$ cat config.mk
export PLATFORM = sky130hd
export DESIGN_NAME = ntt_ctrl
export DESIGN_NICKNAME = d
export VERILOG_FILES = /design/src/rtl/ntt_pkg.sv /design/src/rtl/ntt_addr_gen.sv /design/src/rtl/ntt_ctrl.sv
export SDC_FILE = /design/constraint.sdc
export NUM_CORES = 1
export LEC_CHECK = 0
export BUFFER_PORTS_ARGS = -buffer_cell sky130_fd_sc_hd__buf_4
export CORE_MARGIN = 4
export CORE_UTILIZATION = 30
export CTS_BUF_LIST = sky130_fd_sc_hd__clkbuf_2
export CTS_CLUSTER_SIZE = 28
export DETAILED_ROUTE_END_ITERATION = 16
export HOLD_SLACK_MARGIN = 0.1
export REMOVE_ABC_BUFFERS = 1
export SYNTH_ARGS = -nofsm -noshare
export SYNTH_HDL_FRONTEND = slang
export SYNTH_SLANG_ARGS = --single-unit
$ cat constraint.sdc
create_clock -name clk -period 8.7 [get_ports clk]
set_input_delay 1.74 -clock clk [delete_from_list [all_inputs] [get_ports clk]]
set_output_delay 1.74 -clock clk [all_outputs]
set_load 0.05 [all_outputs]
$ cat src/rtl/ntt_pkg.sv
// Shared constants and types for the NTT butterfly sequencer.
package ntt_pkg;

    localparam int NTT_LAYERS         = 7;
    localparam int NTT_BFLY_PER_LAYER = 128;
    localparam int NTT_ADDR_WIDTH     = 8;
    localparam int ZETA_IDX_WIDTH     = 7;
    localparam int LAYER_WIDTH        = 3;
    localparam int BFLY_WIDTH         = 7;

    typedef enum logic {
        NTT_FWD = 1'b0,
        NTT_INV = 1'b1
    } ntt_mode_e;

    typedef enum logic [1:0] {
        ST_IDLE  = 2'd0,
        ST_RUN   = 2'd1,
        ST_DRAIN = 2'd2,
        ST_DONE  = 2'd3
    } ntt_ctrl_state_e;

    typedef struct packed {
        logic                      valid;
        logic [NTT_ADDR_WIDTH-1:0] addr_a;
        logic [NTT_ADDR_WIDTH-1:0] addr_b;
    } ntt_wb_t;

endpackage

$ cat src/rtl/ntt_addr_gen.sv
// Combinational butterfly operand address and twiddle index generator.
// The butterfly span is always a power of two, so divide/modulo reduce to shifts and masks.
module ntt_addr_gen
    import ntt_pkg::*;
(
    input  ntt_mode_e                  mode,
    input  logic [LAYER_WIDTH-1:0]     layer,
    input  logic [BFLY_WIDTH-1:0]      b,
    output logic [NTT_ADDR_WIDTH-1:0]  addr_a,
    output logic [NTT_ADDR_WIDTH-1:0]  addr_b,
    output logic [ZETA_IDX_WIDTH-1:0]  zeta_idx
);

    logic [3:0]                shift;
    logic [NTT_ADDR_WIDTH-1:0] span;
    logic [BFLY_WIDTH-1:0]     group;
    logic [BFLY_WIDTH-1:0]     offset;

    always_comb begin
        shift = '0;
        if (mode == NTT_FWD) begin
            shift = 4'd7 - {1'b0, layer};
        end else begin
            shift = {1'b0, layer} + 4'd1;
        end

        span   = 8'd1 << shift;
        group  = b >> shift;
        // span of 128 leaves span[6:0] at zero, so the mask wraps to all ones
        offset = b & (span[6:0] - 7'd1);

        addr_a = ({1'b0, group} << (shift + 4'd1)) | {1'b0, offset};
        addr_b = addr_a + span;

        if (mode == NTT_FWD) begin
            zeta_idx = (7'd1 << layer) + group;
        end else begin
            zeta_idx = (7'h7F >> layer) - group;
        end
    end

endmodule

$ cat src/rtl/ntt_ctrl.sv
// NTT layer/butterfly sequencer: issues operand reads and replays their addresses
// as write-backs PIPE_LAT unstalled cycles later through an internal delay line.
module ntt_ctrl
    import ntt_pkg::*;
#(
    parameter int PIPE_LAT = 4
)
(
    input  logic                      clk,
    input  logic                      rst,
    input  logic                      start,
    input  ntt_mode_e                 mode,
    input  logic                      stall,
    output logic                      busy,
    output logic                      done,
    output logic                      rd_en,
    output logic [NTT_ADDR_WIDTH-1:0] rd_addr_a,
    output logic [NTT_ADDR_WIDTH-1:0] rd_addr_b,
    output logic [ZETA_IDX_WIDTH-1:0] zeta_idx,
    output logic                      wr_en,
    output logic [NTT_ADDR_WIDTH-1:0] wr_addr_a,
    output logic [NTT_ADDR_WIDTH-1:0] wr_addr_b
);

    localparam logic [3:0]             DRAIN_LAST = 4'(PIPE_LAT - 1);
    localparam logic [LAYER_WIDTH-1:0] LAST_LAYER = LAYER_WIDTH'(NTT_LAYERS - 1);
    localparam logic [BFLY_WIDTH-1:0]  LAST_BFLY  = BFLY_WIDTH'(NTT_BFLY_PER_LAYER - 1);

    ntt_ctrl_state_e          state_q, state_d;
    ntt_mode_e                mode_q, mode_d;
    logic [LAYER_WIDTH-1:0]   layer_q, layer_d;
    logic [BFLY_WIDTH-1:0]    b_q, b_d;
    logic [3:0]               drain_q, drain_d;
    ntt_wb_t                  wb_q [PIPE_LAT];
    ntt_wb_t                  wb_in;

    logic                      issue;
    logic [NTT_ADDR_WIDTH-1:0] gen_a;
    logic [NTT_ADDR_WIDTH-1:0] gen_b;
    logic [ZETA_IDX_WIDTH-1:0] gen_zeta;

    ntt_addr_gen u_addr_gen (
        .mode     (mode_q),
        .layer    (layer_q),
        .b        (b_q),
        .addr_a   (gen_a),
        .addr_b   (gen_b),
        .zeta_idx (gen_zeta)
    );

    always_ff @(posedge clk) begin
        if (rst) begin
            state_q <= ST_IDLE;
            mode_q  <= NTT_FWD;
            layer_q <= '0;
            b_q     <= '0;
            drain_q <= '0;
        end else begin
            state_q <= state_d;
            mode_q  <= mode_d;
            layer_q <= layer_d;
            b_q     <= b_d;
            drain_q <= drain_d;
        end
    end

    always_comb begin
        state_d = state_q;
        mode_d  = mode_q;
        layer_d = layer_q;
        b_d     = b_q;
        drain_d = drain_q;

        case (state_q)
            ST_IDLE: begin
                if (start) begin
                    state_d = ST_RUN;
                    mode_d  = mode;
                    layer_d = '0;
                    b_d     = '0;
                    drain_d = '0;
                end
            end
            ST_RUN: begin
                if (!stall) begin
                    if (b_q == LAST_BFLY) begin
                        b_d     = '0;
                        drain_d = '0;
                        state_d = ST_DRAIN;
                    end else begin
                        b_d = b_q + 7'd1;
                    end
                end
            end
            ST_DRAIN: begin
                // Holding reads here until the last write of the layer lands avoids a read-after-write hazard
                if (!stall) begin
                    if (drain_q == DRAIN_LAST) begin
                        drain_d = '0;
                        if (layer_q == LAST_LAYER) begin
                            state_d = ST_DONE;
                        end else begin
                            layer_d = layer_q + 3'd1;
                            state_d = ST_RUN;
                        end
                    end else begin
                        drain_d = drain_q + 4'd1;
                    end
                end
            end
            ST_DONE: begin
                state_d = ST_IDLE;
                layer_d = '0;
            end
            default: begin
                state_d = ST_IDLE;
            end
        endcase
    end

    assign issue = (state_q == ST_RUN) && !stall;
    assign wb_in = '{valid: issue, addr_a: gen_a, addr_b: gen_b};

    always_ff @(posedge clk) begin
        if (rst) begin
            for (int i = 0; i < PIPE_LAT; i++) begin
                wb_q[i] <= '0;
            end
        end else if (!stall) begin
            wb_q[0] <= wb_in;
            for (int i = 1; i < PIPE_LAT; i++) begin
                wb_q[i] <= wb_q[i-1];
            end
        end
    end

    assign busy      = (state_q != ST_IDLE);
    assign done      = (state_q == ST_DONE);
    assign rd_en     = issue;
    assign rd_addr_a = issue ? gen_a : '0;
    assign rd_addr_b = issue ? gen_b : '0;
    assign zeta_idx  = issue ? gen_zeta : '0;
    assign wr_en     = wb_q[PIPE_LAT-1].valid && !stall;
    assign wr_addr_a = wr_en ? wb_q[PIPE_LAT-1].addr_a : '0;
    assign wr_addr_b = wr_en ? wb_q[PIPE_LAT-1].addr_b : '0;

endmodule
==> results of run 1 <==
-- how the worst max path moves through the flow --
stage / startpoint / end
final: layer_q[0] / rd_addr_b[7]
after global routing: layer_q[0] / rd_addr_b[7]
after CTS: layer_q[0] / rd_addr_b[7]
after detailed placement: layer_q[0] / rd_addr_b[7]
after global placement: layer_q[0] / rd_addr_b[7]
after floorplan: layer_q[0] / rd_addr_b[7]
-- final cells by class --
type	count	share of cell area (%)
clock inverter	7	1.32
sequential	85	38.6
inverter	35	2.13
clock buffer	9	0.730
tap	229	4.65
timing repair buffer	51	6.21
multi-input combinational	428	46.3
-- layout by cell type, fill, tap and decap left out, drive strengths merged, types with 3 or more instances in the layout --
| cell | instances |
|---|---|
| xnor2 | 8 |
| a21oi | 27 |
| buf | 51 |
| o211ai | 4 |
| nor2b | 9 |
| o21ai | 22 |
| nor2 | 63 |
| a31oi | 11 |
| nand3 | 18 |
| a211oi | 3 |
| and2 | 79 |
| or2 | 6 |
| clkbuf | 9 |
| a22oi | 4 |
| mux2 | 3 |
| xor2 | 12 |
| inv | 38 |
| nand2 | 33 |
| a21o | 7 |
| dfxtp | 17 |
| nand2b | 10 |
| a32oi | 3 |
| edfxtp | 68 |
| and3 | 8 |
| or3 | 7 |
| mux2i | 8 |
| fa | 3 |
| nor3 | 12 |
| ha | 37 |
| nand4 | 6 |
-- sequential cells by signal, summed over array words and instances, names as in the netlist --
signal	flops
b_q	7
state_q	2
wb_q	68
drain_q	4
layer_q	3
mode_q	1
-- worst max-delay path, delay by kind of cell, from the launching register on --
family,cells,cell delay (ns)
AO/OA/AOI/OAI,7,1.38
adder cells (fa/ha/maj),3,1.23
buffers and inverters,5,1.15
AND/OR/NAND/NOR,3,0.51
flip-flops,1,0.38
XOR/XNOR,1,0.28
-- power groups by stage --
| stage | Combinational [W] | Clock [W] | Sequential [W] |
|---|---|---|---|
| after floorplan | 0.000270 | 0 | 0.000497 |
| after global placement | 0.000375 | 0 | 0.000497 |
| after detailed placement | 0.000371 | 0 | 0.000498 |
| after CTS | 0.000373 | 0.000237 | 0.000489 |
| after global routing | 0.000415 | 0.000255 | 0.000493 |
| final | 0.000371 | 0.000224 | 0.000488 |
-- per-stage QoR --
step / std cells / util [%] / area (sq um) / setup WS, ns / power [W]
2_1_floorplan: 548 / - / 5370 / 1.93 / 0.000767
3_3_place_gp: 828 / 33.6 / 6040 / 2.14 / 0.000871
3_5_place_dp: 828 / 33.6 / 6040 / 2.09 / 0.000869
4_1_cts: 844 / 34.3 / 6170 / 1.37 / 0.00110
5_1_grt: 844 / 34.3 / 6170 / 0.834 / 0.00116
6_report: 844 / 34.3 / 6170 / 1.44 / 0.00108
-- kinds of logic after synthesis --
| kind of cell | count (synthesis) | synth area share (%) |
|---|---|---|
| compound gates | 102 | 12.6 |
| xor+xnor | 20 | 3.19 |
| fa+ha+maj | 40 | 9.52 |
| buf+inv | 63 | 4.67 |
| flops | 85 | 43.4 |
| mux | 11 | 2.07 |
| simple gates | 255 | 24.5 |
-- metal layers --
| metal | vias up | routed length (um) |
|---|---|---|
| met2 | 114 | 5800 |
| met5 | - | 0 |
| li1 | 2080 | - |
| met1 | 1943 | 5580 |
| met3 | 26 | 523 |
| met4 | 0 | 224 |
==> reports/metrics.csv, run 1 <==
metric,value,unit
outcome,finished clean,
dp_hpwl,8810,um
vias,4163,
p_int,0.000664,W
crit_slowest_cell,ha_1,
worstMarginPinSlew,0.837,ns
cap_violations,0,
synth-edff-count,68,
crit_chain,buf_4 -> inv_1 -> ha_1 -> nand2_1 -> a21oi_1 -> ha_1 -> inv_1 -> and2_1 -> a32oi_1 -> inv_1 -> ha_1 -> a21oi_1 -> nor2b_1 -> o31ai_1 -> a21oi_1 -> xnor2_1 -> o211ai_1 -> o21ai_1 -> buf_4,
fp.dieW,143,um
clockBufferDepth,2,
fillers,1827,
multi_input_area,2860,sq um
postRouteAntennaNets,0,
slew_headroom,44.2,%
r2r_start,layer_q[0],
core-area,18000,sq um
grtUsageMet2,19.8,%
cts.sinks,85,
wl_per_cell,14.4,um
drt_wl_total,12100,um
powerDensity,176,nW/um^2
sw_frac_of_total,38.7,%
power.static_leakage,2.55,nW
syn2layout_area_growth,12.3,%
syn_area_per_cell,9.54,sq um
ios,48,
whs,0.522,ns
cts.clk_slew.worst_paths,0.28,ns
regArea,2380,sq um
ys_top_cells_by_count,"and2_1, edfxtp_1, nor2_1, ha_1, inv_1",
vias_per_cell,4.93,
drt_iter0_markers,288,
nNetsFinal,655,
required,6.96,ns
clk_latency,0.55,ns
finalCritPeriodShare,83.5,%
worstSetupPathType,reg2out,
ff2ff_setup_slack,3.79,ns
fp.dieH,143,um
grt_max_degree,69,
rsz0062_at_grt,no,
ys_seq_area_share,43.4,%
clockRootBuffer,clkbuf_2,
clockPowerShare,20.6,%
yosysMostFrequentCell,and2_1,
portBuffers,47,
period_needed,7.26,ns
cts_inserted_buffers,9,
yosys.area.top_type,edfxtp_1,
use_met1,16.1,%
setup-tns-final,0,ns
hp-class,reg2reg,
synthArstFlopShare,0,%
setup_violations,0,
synthCells,576,
p_sw,0.000419,W
combPwrFrac,34.3,%
slew_viol_final,0,
yosys-top-cells-area,"edfxtp_1, and2_1, ha_1, dfxtp_1, nor2_1",
ys_ff_latch,85,
synth_top_flop_cell,edfxtp_1,
grt_antenna_before_repair,0,
gp_congestion,0.916,
synth_top_area_share,37.2,%
cts-resized-gates,0,
initial_core_util,30.6,%
r2r_cells,18,
hold_viol_final,0,
busiest_layer,met2,
fmax,0.138,GHz
ys.warnings.count,0,
grt-ovfl-total,0,
min_to,wb_q[1][9],
end_kind,primary output,
cts_tree,yes,
synth_cell_type_count,62,
ctsHoldBuffers,0,
drc,0,
cts_setup_buffers,0,
max_stage_delay,0.52,ns
dieArea,20500,sq um
worstHoldPathCells,1,
rows,49,
ir_worst_vdd,0.125,mV
grt_first_pass_wirelength,19900,um
timing.rr.end,wb_q[0][7],
finClkSkew,0.0448,ns
grtUsageTotal,12.1,%
drive_gt1_share,14.0,%
power_frac_seq,45.1,%
synth_area,5490,sq um
worstPathMaxFanout,30,
gr-usage-met3,2.63,%
grt_pass1_vias,3852,
worstHoldStart,wb_q[0][9],
dr.pass1.iters,6,
htreeDepth,3,
start_kind,flip-flop,
antenna_cells,0,
crit_arrival,5.52,ns
Note: power is estimated with default switching activity, not from simulation.
==> run 2: changes to the inputs <==
==> constraint.sdc (replaced) <==
create_clock -name clk -period 6.2 [get_ports clk]
set_input_delay 1.24 -clock clk [delete_from_list [all_inputs] [get_ports clk]]
set_output_delay 1.24 -clock clk [all_outputs]
set_load 0.05 [all_outputs]
==> reports/metrics.csv, run 2 (synthesized netlist as in run 1, its figures left out) <==
metric,value,unit,change
rows,49,,unchanged
max_stage_delay,0.44,ns,-0.08 ns
ff2ff_setup_slack,2.19,ns,-1.60 ns
whs,0.521,ns,-0.00123 ns
regArea,2390,sq um,+0.26%
grt_max_degree,69,,unchanged
worstHoldPathCells,2,,+1
outcome,finished clean,,
min_to,drain_q[2],,
rsz0062_at_grt,no,,
power.static_leakage,2.62,nW,+2.8%
crit_arrival,4.63,ns,-0.89 ns
ir_worst_vdd,0.212,mV,+70%
required,4.96,ns,-2.00 ns
htreeDepth,3,,unchanged
grtUsageTotal,12.1,%,about the same
grt_first_pass_wirelength,19800,um,-0.28%
worstPathMaxFanout,10,,-67%
gp_congestion,0.931,,+1.6%
final_common_cell,and2_1,,
drt_iter0_markers,283,,-1.7%
crit_chain,ha_1 -> ha_1 -> nand2_1 -> a21o_1 -> or3_4 -> nand2_4 -> inv_2 -> a2111oi_4 -> a311o_2 -> ha_1 -> or3_1 -> o21ai_0 -> a21oi_1 -> xnor2_2 -> nand2b_1 -> o21ai_2 -> buf_6,,
portBuffers,47,,unchanged
dieArea,20500,sq um,unchanged
initial_core_util,30.6,%,unchanged
setup_violations,0,,unchanged
hp-class,reg2reg,,
finalCritPeriodShare,94.7,%,
drive_gt1_share,17.3,%,+3.3 points
final_cells,853,,+1.1%
r2r_start,layer_q[1],,
end_kind,primary output,,
path_common_cell,ha_1,,
cts.sinks,85,,unchanged
period_needed,5.87,ns,
cts_tree,yes,,
worstSetupPathType,reg2out,,
crit_family,compound AO/OA/AOI/OAI gates,,
clockRootBuffer,clkbuf_2,,
ctsHoldBuffers,0,,unchanged
cts_inserted_buffers,9,,unchanged
largest_register_ffs,68,,unchanged
worstMarginPinSlew,0.842,ns,+0.00449 ns
multi_input_area,2910,sq um,+1.6%
dp_hpwl,8770,um,-0.47%
clockBufferDepth,2,,unchanged
slew_headroom,43.9,%,-0.30 points
core-area,18000,sq um,unchanged
timing.rr.end,wb_q[0][7],,
cts.clk_slew.worst_paths,0.26,ns,-0.02 ns
ios,48,,unchanged
syn2layout_area_growth,15.0,%,
clk_latency,0.54,ns,about the same
fmax,0.170,GHz,
start_kind,flip-flop,,
worstHoldStart,drain_q[2],,
dp_cells,833,,+0.60%
r2r_cells,16,,-2
fp.dieW,143,um,unchanged
dr.pass1.iters,4,,-2
final_cell_mix,"and2_1, edfxtp_1, nor2_1",,
wl_per_cell,14.1,um,-1.5%
finClkSkew,0.0496,ns,+0.00485 ns
drt_wl_total,12100,um,-0.49%
postRouteAntennaNets,0,,unchanged
antenna_cells,0,,unchanged
slew_viol_final,0,,unchanged
grt_pass1_vias,3958,,+2.8%
cap_violations,0,,unchanged
grt-ovfl-total,0,,unchanged
path_buf_inv,2,,-3
vias,4079,,-2.0%
setup-tns-final,0,ns,unchanged
nNetsFinal,665,,+1.5%
hold_viol_final,0,,unchanged
fillers,1875,,+2.6%
powerDensity,250,nW/um^2,+42%
fp.dieH,143,um,unchanged
grt_antenna_before_repair,0,,unchanged
crit_slowest_cell,dfxtp_4,,
regMostFlops,wb_q,,
vias_per_cell,4.78,,-3.1%
reg_top3,"wb_q x68, b_q x7, drain_q x4",,
drc,0,,unchanged
-- run 2: changes by cell type in the layout (fill, tap and decap cells not counted), moves of 2 or more --
cell     before  now
buf_6         0    2
dfxtp_1      17   14
buf_4        51   59
a32oi_1       3    1
a22oi_2       0    2
a32oi_2       0    2
a22oi_1       4    2
dfxtp_2       0    2
-- run 2: final cells by class --
class / count / share of cell area, %
inverters: 35 / 2.08
multi-input cells: 428 / 46.0
clock buffers: 9 / 0.713
clock inverters: 6 / 1.51
flip-flops and latches: 85 / 37.8
repair buffers: 61 / 7.37
well taps: 229 / 4.54
-- run 2: worst max path at each step --
stage	start	endpoint	slack [ns]	cells after the start
after floorplan	layer_q[0]	rd_addr_b[7]	-0.07	17
after global placement	layer_q[1]	rd_addr_b[7]	0.63	19
after detailed placement	layer_q[1]	rd_addr_b[7]	0.57	19
after CTS	layer_q[1]	rd_addr_b[7]	0.02	19
after global routing	layer_q[1]	rd_addr_b[6]	0.006	20
final	layer_q[1]	rd_addr_b[7]	0.33	17
-- run 2: where the power goes --
group          switching (W)  internal, W  leakage [nW]  total [W]
registers          0.0000236     0.000662         0.894   0.000685
clock network       0.000207     0.000135        0.0765   0.000342
logic               0.000364     0.000189          1.65   0.000553
total               0.000595     0.000986          2.62    0.00158
-- run 2: routing by layer --
layer	vias to the layer above	global-route usage (%)	share of wire, %
met3	14	2.83	4.3
met2	80	20.5	48
met1	1883	15.5	46
li1	2102	-	-
met5	-	0	0
met4	0	3.17	1.5
-- run 2: metrics by stage --
stage	cell area [sq um]	total power [W]	utilization, %	worst slack, ns
6_report	6320	0.00158	35.2	0.326
5_1_grt	6320	0.00168	35.2	0.00569
4_1_cts	6220	0.00158	34.6	0.0244
3_5_place_dp	6080	0.00123	33.8	0.572
3_3_place_gp	6080	0.00123	33.8	0.634
2_1_floorplan	5370	0.00108	-	-0.0703
-- run 2: repair_timing --
item,in CTS,in global routing
pin swaps,0,5
buffers inserted,0,5
endpoints found under the setup margin,1,4
resized for setup,2,14
-- run 2: worst min-delay path: stages, from the launching register on --
cell and delay [ns]:
dfxtp_1 0.38, o21ai_0 0.07, a21oi_1 0.07
